File: config.mk
export PLATFORM = sky130hd
export DESIGN_NAME = fifo_stream_reader
export DESIGN_NICKNAME = d
export VERILOG_FILES = /design/src/rtl/fifo_stream_reader.sv
export SDC_FILE = /design/constraint.sdc
export NUM_CORES = 1
export LEC_CHECK = 0
export ABC_AREA = 0
export CAP_MARGIN = 20
export CORE_MARGIN = 8
export CORE_UTILIZATION = 54
export CTS_CLUSTER_SIZE = 16
export DETAILED_ROUTE_END_ITERATION = 10
export PLACE_DENSITY = 0.78
export SLEW_MARGIN = 5
export SYNTH_ARGS = -nofsm -noshare
export SYNTH_HDL_FRONTEND = slang
export SYNTH_SLANG_ARGS = --single-unit
File: constraint.sdc
create_clock -name i_clk -period 2.55 [get_ports i_clk]
set_input_delay 0.255 -clock i_clk [delete_from_list [all_inputs] [get_ports i_clk]]
set_output_delay 0.255 -clock i_clk [all_outputs]
set_load 0.01 [all_outputs]
File: src/rtl/fifo_stream_reader.sv
// -----------------------------------------------------------------------------
// fifo_stream_reader
//   Read-side controller for the delayed-flag FIFO. Issues reads only when the
//   FIFO can serve them, follows the FIFO's one-cycle registered read latency,
//   optionally spaces reads by a programmable gap, and buffers words in a
//   4-entry in-order buffer so downstream backpressure never loses data.
//
// Ports
//   i_clk           rising-edge clock
//   i_rst_n         synchronous reset, active low
//   i_enable        1 = fetch from the FIFO; 0 = stop issuing new reads
//   i_cfg_gap       idle cycles inserted between accepted reads
//   i_fifo_empty    FIFO empty flag (registered inside the FIFO)
//   i_fifo_data     FIFO read data, valid the cycle after an accepted read
//   o_fifo_read_en  read request to the FIFO
//   o_m_data        output stream data
//   o_m_valid       output stream valid
//   i_m_ready       output stream ready
//   o_busy          FSM active, read in flight, or buffer not empty
//   o_words_out     handshake counter, saturating (only with FIFO_READER_STATS_EN)
//
// Build option
//   FIFO_READER_STATS_EN : adds o_words_out and its counter.
//
// FSM states
//   state    | meaning
//   ---------+------------------------------------------------------------
//   ST_IDLE  | no new reads; in-flight and buffered words still drain
//   ST_RUN   | read whenever FIFO non-empty and buffer credit available
//   ST_GAP   | pacing: count down cfg_gap idle cycles before next read
// -----------------------------------------------------------------------------
module fifo_stream_reader #(
  parameter int DATA_WIDTH = 4,
  parameter int GAP_W      = 4,
  parameter int BUF_DEPTH  = 4
) (
  input  logic                  i_clk,
  input  logic                  i_rst_n,
  input  logic                  i_enable,
  input  logic [GAP_W-1:0]      i_cfg_gap,
  input  logic                  i_fifo_empty,
  input  logic [DATA_WIDTH-1:0] i_fifo_data,
  output logic                  o_fifo_read_en,
  output logic [DATA_WIDTH-1:0] o_m_data,
  output logic                  o_m_valid,
  input  logic                  i_m_ready,
  output logic                  o_busy
`ifdef FIFO_READER_STATS_EN
  ,
  output logic [15:0]           o_words_out
`endif
);

  typedef enum logic [1:0] {
    ST_IDLE = 2'd0,
    ST_RUN  = 2'd1,
    ST_GAP  = 2'd2
  } state_t;

  state_t                r_state;
  logic [GAP_W-1:0]      r_gap_cnt;
  logic                  r_inflight;
  logic [2:0]            r_occ;
  logic [1:0]            r_wr_ptr;
  logic [1:0]            r_rd_ptr;
  logic [DATA_WIDTH-1:0] r_mem [BUF_DEPTH];

  logic [3:0]            w_credit_used;
  logic                  w_accept;
  logic                  w_push;
  logic                  w_pop;

  // A word in flight already owns a buffer slot, so it counts against credit;
  // this is what makes a push into a full buffer impossible.
  assign w_credit_used  = {1'b0, r_occ} + {3'b000, r_inflight};
  assign o_fifo_read_en = (r_state == ST_RUN) & ~i_fifo_empty &
                          (w_credit_used < 4'(BUF_DEPTH));
  assign w_accept       = o_fifo_read_en;

  assign w_push    = r_inflight;
  assign o_m_valid = (r_occ != 3'd0);
  assign w_pop     = o_m_valid & i_m_ready;
  assign o_m_data  = r_mem[r_rd_ptr];
  assign o_busy    = (r_state != ST_IDLE) | r_inflight | o_m_valid;

  // Read pacing FSM. Loading cfg_gap on the accepted read and leaving GAP when
  // the count reaches 1 yields exactly cfg_gap idle cycles between reads.
  always_ff @(posedge i_clk) begin
    if (!i_rst_n) begin
      r_state   <= ST_IDLE;
      r_gap_cnt <= '0;
    end else if (!i_enable) begin
      r_state   <= ST_IDLE;
      r_gap_cnt <= '0;
    end else begin
      case (r_state)
        ST_IDLE: r_state <= ST_RUN;
        ST_RUN: begin
          if (w_accept && (i_cfg_gap != '0)) begin
            r_state   <= ST_GAP;
            r_gap_cnt <= i_cfg_gap;
          end
        end
        ST_GAP: begin
          r_gap_cnt <= r_gap_cnt - GAP_W'(1);
          if (r_gap_cnt == GAP_W'(1)) begin
            r_state <= ST_RUN;
          end
        end
        default: r_state <= ST_IDLE;
      endcase
    end
  end

  // Read tracking and output buffer.
  always_ff @(posedge i_clk) begin
    if (!i_rst_n) begin
      r_inflight <= 1'b0;
      r_occ      <= 3'd0;
      r_wr_ptr   <= 2'd0;
      r_rd_ptr   <= 2'd0;
      for (int i = 0; i < BUF_DEPTH; i++) begin
        r_mem[i] <= '0;
      end
    end else begin
      r_inflight <= w_accept;
      if (w_push) begin
        r_mem[r_wr_ptr] <= i_fifo_data;
        r_wr_ptr        <= r_wr_ptr + 2'd1;
      end
      if (w_pop) begin
        r_rd_ptr <= r_rd_ptr + 2'd1;
      end
      case ({w_push, w_pop})
        2'b10:   r_occ <= r_occ + 3'd1;
        2'b01:   r_occ <= r_occ - 3'd1;
        default: r_occ <= r_occ;
      endcase
    end
  end

`ifdef FIFO_READER_STATS_EN
  logic [15:0] r_words_out;

  always_ff @(posedge i_clk) begin
    if (!i_rst_n) begin
      r_words_out <= 16'd0;
    end else if (w_pop && (r_words_out != 16'hFFFF)) begin
      r_words_out <= r_words_out + 16'd1;
    end
  end

  assign o_words_out = r_words_out;
`endif

endmodule

# == Yosys cells after proc, flatten, opt, wreduce, memory -nomap -nowiden ==
# Memory sizes are Yosys's and may differ from the RTL's. A register that Yosys moved wholly into a read port is not among the register bits.
# Cells that the tools add are included.
# op_classes
add_sub_neg,6
multipliers,0
div,0
order_cmp,1
n_eq_ne,7
shifts,0
muxes,15
bitwise_logic,6
n_reduce_logical,11
# ops
operator,n
2-bit two-way mux,5
4-bit two-way mux,2
4-bit case mux with 2 select lines,1
2-bit case mux with 3 select lines,1
3-bit case mux with 2 select lines,1
2-bit AND reduction,3
2-bit nonzero test,3
1-bit two-way mux,5
2-bit by 1-bit adder with 2-bit output (second input constant),2
3-bit by 1-bit adder with 4-bit output,1
2-bit by 1-bit equality test with 1-bit output (second input constant),2
2-bit equality test (second input constant),2
4-bit by 1-bit equality test with 1-bit output (second input constant),1
4-bit by 3-bit < comparator with 1-bit output (second input constant),1
4-bit nonzero test,1
4-bit OR reduction,1
4-bit by 1-bit subtractor with 4-bit output (second input constant),1
3-bit by 1-bit adder with 3-bit output (second input constant),1
1-bit AND,3
3-bit nonzero test,1
3-bit by 1-bit subtractor with 3-bit output (second input constant),1
2-bit logical NOT,1
2-bit by 1-bit inequality test with 1-bit output (second input constant),1
2-bit inequality test (second input constant),1
3 further kinds,4
# word_totals
register_bits,14
latch_bits,0
mem_bits_rw,16
romBits,0
inputBits,13
out_inout_bits,7
word_cells,53
memories,1
# memory_table
memory,depth,width,rd,rd_ports_with_merged_regs,write_ports,line_no,text
r_mem,4,4,1,1,4,66,logic [DATA_WIDTH-1:0] r_mem [BUF_DEPTH];

# == Depth between registers and ports, before layout ==
# depth
ltp_word,6
mapped_depth,8
depth_no_buf,8

# == Least setup slack after synthesis ==
# Ideal clock, no wire load.
# synth_timing
path_type,register to register
startpoint,register r_occ[2]
endpoint,register r_occ[2]
setup_ns,0.076
arrival_ns,1.854
required_time_ns,2.474
slack_ns,0.620
stages_incl_launch_ff,9
synth_period_minus_slack_ns,1.930
path_cell_list,dfxtp_1 > or3_4 > and2_1 > ha_1 > inv_1 > fa_1 > xor2_1 > or3_1 > a21boi_0
# synth_via
elab_chain_cells,4
# synth_lines
element,line_no,text
start: declaration,63,logic [2:0] r_occ;
start signal: assignment,135,2'b10: r_occ <= r_occ + 3'd1;
start signal: assignment,136,2'b01: r_occ <= r_occ - 3'd1;
start signal: assignment,137,default: r_occ <= r_occ;
3-bit nonzero test (*),81,assign o_m_valid = (r_occ != 3'd0);
named net o_m_valid,45,"output logic o_m_valid,"
1-bit AND (*),82,assign w_pop = o_m_valid & i_m_ready;
named net w_pop,71,logic w_pop;
2-bit by 1-bit equality test with 1-bit output / 2-bit equality test (equally long branches),134,"case ({w_push, w_pop})"
3-bit case mux with 2 select lines / 2-bit nonzero test (equally long branches),--,
# The timed path passes the listed nets; every way through them passes the cells marked *.
# A chain may end at the register's enable or synchronous reset.

# == Final worst setup path ==
# layout_timing
startpoint,register r_occ[0]
endpoint,output o_busy
# layout_via
elab_chain_cells,2
# layout_lines
element,line_no,text
3-bit nonzero test,81,
1-bit bitwise OR,84,assign o_busy = (r_state != ST_IDLE) | r_inflight | o_m_valid;
end: declaration,47,output logic o_busy
# No other way between the ends.

==> run summary <==
WL final -> 2.87 mm
Worst Path Arrival -> 2.03 ns
NetSw -> 0.270 mW
CORE AREA -> 2730 um^2
die height -> 69.3 um
CTS tree -> done
CTS max path bufs -> 2
Via Count -> 1,013
flops & latches, synth -> 32
critical path class -> reg -> out
Placer Congestion -> 0.880
Root Driver -> clkbuf_4
Rows -> 19
reg2reg start -> r_occ[2]
Synth top cells by count -> and2_1, dfxtp_1, edfxtp_1
hold buffers post-CTS -> 0
clk slew on worst S/H paths -> 0.10 ns
Chip Width -> 69.3 um
RSZ-0062 raised after global routing -> no
Ports -> 20
Setup crit start kind -> flop
post-synthesis sequential area ratio -> 0.523
IO buf count -> 19
worst rel slew slack -> 0.555
CP Capture Type -> output pin
HP Start -> i_enable
routed vias/inst -> 5.57
Async S/R FF share, synth -> 0
Layout area overhead -> 17.2%
Fillers -> 218
synthesized area -> 1530 um^2
H-tree Lvls -> 2
met3 WL post-DR -> 148 um
CTS Buf Count -> 5
Pleak -> 0.648 nW
postcts setup bufs -> 0
DR top layer -> met4
switching share of total power -> 0.256
pre-CTS setup slack -> 0.291 ns
Met2 Wirelength -> 1.33 mm
Netlist cell types -> 39
leading area contributor after synthesis -> edfxtp_1
cell area after layout -> 1790 um^2
Top FF cell, synth -> edfxtp_1
ANT nets after route -> 0
Final Hold Viols -> 0
Clock power frac -> 0.259
class of the worst hold path -> in -> reg
Worst-Skew Late Latency -> 0.33 ns
Post-synth EDFFs -> 16
proportion of layout cells with a drive suffix above 1 -> 0.139
min cycle time layout -> 2.28 ns
Sequential Power Share -> 0.561
post-CTS sizing -> 0
status -> finished clean
synth top area cells -> edfxtp_1, dfxtp_1, and2_1
initial antenna violation count -> 0
ANT cells -> 0
largest net degree at the start of global routing -> 21
Avg Inst Size Synth -> 12.1 um^2
post-place instance area -> 1740 um^2
router iterations before antenna repair -> 4
cell with the most instances after synthesis -> and2_1
required time worst endpoint -> 2.30 ns
Iter 0 DRT Violations -> 39
Worst Path Max Fanout -> 4
crit path launch -> r_occ[0]
YS warnings -> 0
period utilization -> 0.895
Power Dens Cells -> 587 nW/um^2
Total GRT Usage -> 0.128
total grt overflow -> 0
die area -> 4800 um^2
Fmax -> 438 MHz
Mapped Cells -> 127
TNS Setup -> 0 ns
Core Util, Final -> 0.656
top cell type's share of synthesized area -> 0.314
power share of the combinational group -> 0.181
maxcap violations -> 0
first-pass GRT wire length -> 4.97 mm
DP Wirelength -> 2.24 mm
count of final setup violators -> 0
Worst Skew -> 0.0115 ns
Initial Util -> 0.560
Slew Limit Fails -> 0
Remaining DRCs -> 0
actual slew at the worst max-slew pin -> 0.660 ns
syn nets -> 144
wire per inst -> 15.8 um
Pint -> 0.783 mW
vias in the first global route -> 1,092
Peak VDD IR -> 0.406 mV
final worst slack -> 0.268 ns
Layout Nets -> 167
Num Clock Sinks -> 32
M1 WL -> 1.30 mm
==> power groups by stage <==
stage,logic (mW),clock network [mW],registers (mW)
floorplan,0.113,0,0.594
global placement,0.186,0,0.601
detailed placement,0.190,0,0.603
CTS,0.193,0.277,0.591
global route,0.212,0.304,0.595
finish,0.190,0.272,0.590
==> flip-flops by register name, summed over array words and instances, names as in the netlist, named ones only <==
signal / count
r_rd_ptr: 2
r_gap_cnt: 4
r_mem: 16
r_wr_ptr: 2
r_state: 2
r_inflight: 1
r_occ: 3
==> final timing paths <==
check                               endpoint  slack, ns  depth (start not counted)
worst max-delay path                  o_busy       0.27                          3
worst min register to register  r_gap_cnt[3]       0.52                          2
worst min-delay path            r_gap_cnt[0]       0.52                          2
worst max register to register      r_occ[2]       0.45                          8
==> metrics by stage <==
stage	cells	total power, mW	hold WS (ns)
after floorplan	127	0.707	0.395
after global placement	174	0.787	0.487
after detailed placement	174	0.793	0.496
after CTS	182	1.06	0.512
after global routing	182	1.11	0.525
final	182	1.05	0.517
==> cell type report <==
type | instances | area [um^2] | area share
flip-flops and latches | 32 | 801 | 0.446
multi-input cells | 84 | 681 | 0.379
repair buffers | 20 | 198 | 0.110
well taps | 31 | 38.8 | 0.0216
clock inverters | 1 | 5.00 | 0.00279
clock buffers | 7 | 45.0 | 0.0251
inverters | 7 | 26.3 | 0.0146
==> worst max-delay path, cell delays in order (launching register included) <==
cell and delay, ns:
dfxtp_1 0.37, or3_4 0.42, or4_1 0.41, clkdlybuf4s50_1 0.50
==> routing by layer <==
layer	global-route usage	vias up
li1	-	499
met1	0.151	479
met2	0.195	25
met3	0.0458	10
met4	0.0774	0
met5	0	-
==> logic make-up after synthesis <==
kind of cell,share of synthesized area
buffers and inverters,0.0327
muxes,0.0588
adders and majority gates,0.0376
DFF,0.523
xor gates and xnor gates,0.0400
and+or+nand+nor,0.228
AOI/OAI and AO/OA,0.0801
==> cell usage in the layout, fill, tap and decap left out, types with 2 or more instances in the layout <==
cell / netlist / layout
nand3_2: 2 / 2
o21ai_0: 3 / 3
xor2_1: 3 / 3
or4_1: 2 / 2
clkdlybuf4s50_1: 0 / 19
nand3_1: 4 / 4
and3_1: 4 / 4
clkbuf_1: 2 / 2
mux4_2: 4 / 4
and2_1: 19 / 19
inv_1: 7 / 7
nor3b_1: 2 / 2
nor2_1: 2 / 2
ha_1: 3 / 3
clkbuf_4: 0 / 5
nand2_1: 6 / 6
a21oi_1: 4 / 4
nand2b_1: 3 / 3
xnor2_1: 4 / 4
edfxtp_1: 16 / 16
dfxtp_1: 16 / 16
nor2b_1: 2 / 2
Note: power is estimated with default switching activity, not from simulation.
